<file path="src/rtl/nibble_serial_adder_pkg.sv">
// Shared types and constants for the nibble-serial wide adder.
package nibble_serial_adder_pkg;

  localparam int NIBBLE_W = 4;

  typedef enum logic [1:0] {
    IDLE = 2'd0,
    RUN  = 2'd1,
    DONE = 2'd2
  } state_e;

  // Counter must keep at least one bit even when only one nibble is processed.
  function automatic int cnt_width(input int nibbles);
    return (nibbles > 1) ? $clog2(nibbles) : 1;
  endfunction

endpackage

</file>
<file path="src/rtl/nibble_serial_adder_if.sv">
// Operand/result handshake bundle between the operand source and the result consumer.
interface nibble_serial_adder_if #(
  parameter int NIBBLES = 4
);
  localparam int W = 4 * NIBBLES;

  logic         in_valid;
  logic         in_ready;
  logic [W-1:0] op_a;
  logic [W-1:0] op_b;
  logic         cin;
  logic         out_valid;
  logic         out_ready;
  logic [W:0]   sum;

  modport master (
    output in_valid, op_a, op_b, cin, out_ready,
    input  in_ready, out_valid, sum
  );

  modport slave (
    input  in_valid, op_a, op_b, cin, out_ready,
    output in_ready, out_valid, sum
  );

endinterface

</file>
<file path="src/rtl/nibble_serial_adder_adder.sv">
// The existing 4-bit ripple adder slice: S = A + B + CI, S[4] is carry-out.
module adder (
  input  logic [3:0] A,
  input  logic [3:0] B,
  input  logic       CI,
  output logic [4:0] S
);

  assign S = {1'b0, A} + {1'b0, B} + {4'b0000, CI};

endmodule

</file>
<file path="src/rtl/nibble_serial_adder.sv">
// Wide adder that pushes one nibble per cycle through a single 4-bit adder,
// carrying between nibbles only through a register.
module nibble_serial_adder
  import nibble_serial_adder_pkg::*;
#(
  parameter int NIBBLES = 4
) (
  input  logic                  clk,
  input  logic                  rst,
  nibble_serial_adder_if.slave  bus
);

  localparam int W     = NIBBLE_W * NIBBLES;
  localparam int CNT_W = cnt_width(NIBBLES);
  localparam logic [CNT_W-1:0] CNT_LAST = CNT_W'(NIBBLES - 1);

  state_e           r_state;
  state_e           w_state_nxt;
  logic [CNT_W-1:0] r_cnt;
  logic             r_carry;
  logic [W-1:0]     r_a;
  logic [W-1:0]     r_b;
  logic [W-1:0]     r_result;
  logic             w_load;
  logic             w_step;
  logic [4:0]       w_s;

  adder u_adder (
    .A  (r_a[NIBBLE_W-1:0]),
    .B  (r_b[NIBBLE_W-1:0]),
    .CI (r_carry),
    .S  (w_s)
  );

  // State register.
  always_ff @(posedge clk or posedge rst) begin
    if (rst) begin
      r_state <= IDLE;
    end else begin
      r_state <= w_state_nxt;
    end
  end

  // Next-state and datapath strobes.
  always_comb begin
    w_state_nxt = r_state;
    w_load      = 1'b0;
    w_step      = 1'b0;
    case (r_state)
      IDLE: begin
        if (bus.in_valid) begin
          w_load      = 1'b1;
          w_state_nxt = RUN;
        end else begin
          w_state_nxt = IDLE;
        end
      end
      RUN: begin
        w_step = 1'b1;
        if (r_cnt == CNT_LAST) begin
          w_state_nxt = DONE;
        end else begin
          w_state_nxt = RUN;
        end
      end
      DONE: begin
        if (bus.out_ready) begin
          w_state_nxt = IDLE;
        end else begin
          w_state_nxt = DONE;
        end
      end
      default: begin
        w_state_nxt = IDLE;
      end
    endcase
  end

  // Operand shift registers, carry chain register, nibble counter and result.
  always_ff @(posedge clk or posedge rst) begin
    if (rst) begin
      r_a      <= '0;
      r_b      <= '0;
      r_carry  <= 1'b0;
      r_cnt    <= '0;
      r_result <= '0;
    end else if (w_load) begin
      r_a      <= bus.op_a;
      r_b      <= bus.op_b;
      r_carry  <= bus.cin;
      r_cnt    <= '0;
      r_result <= '0;
    end else if (w_step) begin
      r_result[r_cnt*NIBBLE_W +: NIBBLE_W] <= w_s[3:0];
      r_carry <= w_s[4];
      r_a     <= r_a >> NIBBLE_W;
      r_b     <= r_b >> NIBBLE_W;
      if (r_cnt != CNT_LAST) begin
        r_cnt <= r_cnt + CNT_W'(1);
      end
    end
  end

  // in_ready is masked by rst so it reads low while reset is held, even though the state is IDLE.
  assign bus.in_ready  = (r_state == IDLE) && !rst;
  assign bus.out_valid = (r_state == DONE);
  assign bus.sum       = (r_state == DONE) ? {r_carry, r_result} : '0;

endmodule

</file>
<file path="src/flat_wrapper.sv">
// flat-port wrapper written by rule: the top's interface ports become plain ports
module nibble_serial_adder_flat import nibble_serial_adder_pkg::*;
#(
  parameter int NIBBLES = 4
)
  (clk, rst, bus_in_valid, bus_op_a, bus_op_b, bus_cin, bus_out_ready, bus_in_ready, bus_out_valid, bus_sum);
  nibble_serial_adder_if #(.NIBBLES(NIBBLES)) bus_i ();
  input  logic clk;
  input  logic rst;
  input wire logic [$bits(bus_i.in_valid)-1:0] bus_in_valid;
  input wire logic [$bits(bus_i.op_a)-1:0] bus_op_a;
  input wire logic [$bits(bus_i.op_b)-1:0] bus_op_b;
  input wire logic [$bits(bus_i.cin)-1:0] bus_cin;
  input wire logic [$bits(bus_i.out_ready)-1:0] bus_out_ready;
  output wire logic [$bits(bus_i.in_ready)-1:0] bus_in_ready;
  output wire logic [$bits(bus_i.out_valid)-1:0] bus_out_valid;
  output wire logic [$bits(bus_i.sum)-1:0] bus_sum;
  assign bus_i.in_valid = bus_in_valid;
  assign bus_i.op_a = bus_op_a;
  assign bus_i.op_b = bus_op_b;
  assign bus_i.cin = bus_cin;
  assign bus_i.out_ready = bus_out_ready;
  assign bus_in_ready = bus_i.in_ready;
  assign bus_out_valid = bus_i.out_valid;
  assign bus_sum = bus_i.sum;
  nibble_serial_adder #(.NIBBLES(NIBBLES)) u_core (.clk(clk), .rst(rst), .bus(bus_i));
endmodule
</file>
<file path="config.mk">
export PLATFORM = sky130hd
export DESIGN_NAME = nibble_serial_adder_flat
export DESIGN_NICKNAME = d
export VERILOG_FILES = /design/src/rtl/nibble_serial_adder_pkg.sv /design/src/rtl/nibble_serial_adder_if.sv /design/src/rtl/nibble_serial_adder_adder.sv /design/src/rtl/nibble_serial_adder.sv /design/src/flat_wrapper.sv
export SDC_FILE = /design/constraint.sdc
export NUM_CORES = 1
export LEC_CHECK = 0
export ABC_CLOCK_PERIOD_IN_PS = 1750
export CORE_MARGIN = 10
export CORE_UTILIZATION = 45
export DETAILED_ROUTE_END_ITERATION = 6
export PLACE_DENSITY = 0.85
export RECOVER_POWER = 100
export SLEW_MARGIN = 10
export SYNTH_ARGS = -nofsm -noshare
export SYNTH_HDL_FRONTEND = slang
export SYNTH_SLANG_ARGS = --single-unit
</file>
<file path="constraint.sdc">
create_clock -name clk -period 1.75 [get_ports clk]
set_input_delay 0.2625 -clock clk [delete_from_list [all_inputs] [get_ports clk]]
set_output_delay 0.2625 -clock clk [all_outputs]
set_load 0.03 [all_outputs]
</file>
==> flow_summary.toml <==
[outcome]
status = "finished with violations"
violations = "setup timing"

[clocking]
ctsLongestPathBuffers = 2
worstSkewPairLatency_ns = 0.30
holdBufCountCts = 0
numCtsBuffers = 5
cts_sinks = 53
cts_root_buf = "clkbuf_8"
clk_pin_slew_ns = 0.09
cts_tree = "done"
htreeDepth = 2

[min_path]
min_from = "u_core.r_a[5]$_DFFE_PP0P_"
hold_path_depth = 2
min_path_type = "reg -> reg"
min_to = "u_core.r_a[5]$_DFFE_PP0P_"

[sta]
setup_viol = 1
relSlewSlack_pct = 23.7
finalCritPeriodShare_pct = 101
rsz0062_at_grt = "true"
finalHoldViolCount = 0
worst_slack_ns = -0.0253
report.final.slew_viol_count = 0
worst-slew-pin-transition_ns = 1.14
fmax_ghz = 0.563
fin_crit_ns = 1.78
tns_ns = -0.0253
finClkSkew_ns = 0.00723

[floorplan]
rows = 27
initial_utilization_pct = 46.4
ios = 56
die_h_um = 95.1
die_w_um = 95.1
coreArea_um2 = 5470
fp.dieArea_um2 = 9040

[setup_path]
crit_path_top_delay_cell = "dfrtp_1"
critPathLaunchType = "flip-flop"
worstSetupPathType = "reg -> reg"
reg2regPathDepth = 5
crit_path_end_kind = "flip-flop"
required_ns = 1.94
rrSetupSlack_ns = -0.03
arrival_ns = 1.96
critPathMaxStageDelay_ns = 0.42
cp_top_family = "adder cells"
cp_max_fo = 2
worstReg2RegEnd = "u_core.r_carry$_DFFE_PP0P_"
cp_num_buf_inv = 0
cpMostUsedCell = "fa_2"
crit_chain = "fa_2 -> fa_2 -> a21o_1 -> a211oi_2 -> o31ai_1"
timing.rr.start = "u_core.r_b[0]$_DFFE_PP0P_"

[detailed_routing]
routed_wl_um = 5860
vias_per_cell = 5.32
num_vias = 2043
met3_length_um = 567
drt_iter0_markers = 64
wl_per_cell_um = 15.3
m1WireLength_um = 2460
wl_met2_um = 2760
drc = 0
ant_nets = 0
first_pass_iters = 4
highest-signal-layer = "met4"

[power]
irDropWorstVdd_mv = 0.712
p_int_uw = 2970
combPwrFrac_pct = 48.4
p_sw_share_pct = 39.9
switchingPower_uw = 1970
p_leak_uw = 0.00158
clkPwrFrac_pct = 13.3
power.density_nw_per_um2 = 1500
seq_power_share_pct = 38.4
total_power_uw = 4930

[finish]
antennaDiodeCount = 0
multiInputGateArea_um2 = 1140
area_growth_pct = 29.3
postLayoutCoreUtil_pct = 59.9
final-seq-area_um2 = 1330
stdcell_area_um2 = 3280
fillCellCount = 476
final_layout_size_suffix_gt1_share_pct = 16.0
fin_nets = 357

[placement]
place_area_um2 = 3200
dpl.hpwl_um = 4430
portBuffers = 55
dpl_worst_slack_ns = -0.132
globalplace.congestion = 0.863

[grt]
grt_pass1_vias = 2072
antenna_found_initial = 0
grt_max_degree = 54
grt_overflow = 0
grt_pass1_wl_um = 9800
grt_use_total_pct = 13.3

[logic_synthesis]
synth_ff_type = "dfrtp_1"
syn_inst = 249
syn-cell-area_um2 = 2540
synth_top_area_share_pct = 52.3
ys_warn_count = 0
async_flop_share_pct = 100
syn_avg_cell_area_um2 = 10.2
yosys-top-cells-area = "dfrtp_1, nand2_1, a22oi_1"
synth-edff-count = 0
synth_cell_type_count = 34
synth_seq_area_share_pct = 52.3
post-synth-top-count-cell = "nand2_1"
yosysTopAreaCell = "dfrtp_1"
synth_common_cells = "nand2_1, dfrtp_1, a22oi_1"
synthesis.nets = 295
ys_ff_latch = 53

[job]
drv_cap = 0
-- logic make-up after synthesis --
logic type               count (synthesis)  synth area share [%]
XOR/XNOR                                 2                 0.690
AO/OA/AOI/OAI                           61                  18.1
flip-flops                              53                  52.3
buffers and inverters                   18                  3.45
adder cells (fa/ha/maj)                  9                  5.03
AND/OR/NAND/NOR                        106                  20.5
-- state kept, by name, indices dropped and copies added, names as in the netlist --
signal	cells
u_core.r_state	2
u_core.r_result	16
u_core.r_b	16
u_core.r_a	16
u_core.r_cnt	2
u_core.r_carry	1
-- power by group through the flow --
stage                     clock [uW]  combinational, uW  sequential [uW]
after floorplan                    0               1620             1880
after global placement             0               2230             1910
after detailed placement           0               2330             1930
after CTS                        676               2410             1900
after global routing             716               2670             1950
final                            654               2380             1890
-- through the flow --
step                      hold slack, ns  std cells
after floorplan                    0.370        249
after CTS                          0.374        384
after detailed placement           0.464        375
final                              0.483        384
after global placement             0.459        375
after global routing               0.511        384
-- worst max-delay path by stage --
| stage | from | end | slack (ns) | depth (start not counted) |
|---|---|---|---|---|
| floorplan | u_core.r_b[0]$_DFFE_PP0P_ | u_core.r_carry$_DFFE_PP0P_ | -0.04 | 5 |
| global placement | u_core.r_b[0]$_DFFE_PP0P_ | u_core.r_carry$_DFFE_PP0P_ | -0.07 | 5 |
| detailed placement | u_core.r_b[0]$_DFFE_PP0P_ | u_core.r_carry$_DFFE_PP0P_ | -0.13 | 5 |
| CTS | u_core.r_carry$_DFFE_PP0P_ | u_core.r_carry$_DFFE_PP0P_ | -0.04 | 5 |
| global route | u_core.r_b[0]$_DFFE_PP0P_ | u_core.r_carry$_DFFE_PP0P_ | -0.07 | 5 |
| finish | u_core.r_b[0]$_DFFE_PP0P_ | u_core.r_carry$_DFFE_PP0P_ | -0.03 | 5 |
-- cell usage in the layout, fill, tap and decap left out, types with 2 or more instances in the layout --
master           netlist  layout
a21o_1                 5       5
clkbuf_8               0       5
buf_12                 0       2
dfrtp_1               53      52
clkbuf_1               4       4
nor2_1                 3       3
ha_1                   7       7
buf_2                  7       2
a22o_1                12      12
inv_1                  4       3
and2_1                17      17
a32o_1                 4       4
o21ai_0               10      10
nand2b_1               2       2
a22oi_1               24      24
fa_2                   0       2
nand2_1               72      72
clkdlybuf4s50_1        0      36
buf_4                  3      27
-- area by class of cell --
cell class,count,share of cell area (%)
clock buffers,7,2.33
clock inverters,1,0.229
inverters,4,0.458
multi-input cells,178,34.9
flip-flops and latches,53,40.5
well taps,72,2.75
repair buffers,69,18.9
-- per-layer routing --
metal	up-vias	global-route usage [%]
met5	-	0
met3	10	6.21
li1	988	-
met2	63	21.4
met4	0	3.37
met1	982	15.9
-- worst min-delay path, delay by kind of cell (launching register included) --
| kind | cells | cell delay (ns) |
|---|---|---|
| DFF | 1 | 0.35 |
| and+or+nand+nor | 2 | 0.10 |
-- timing repair --
item / 4_1_cts / 5_1_grt
setup buffers: 1 / 0
gates resized for setup: 5 / 0
cloned: 0 / 0
endpoints found under the setup margin: 22 / 9
pin swaps: 5 / 2
Power figures use the tool's default switching activity.
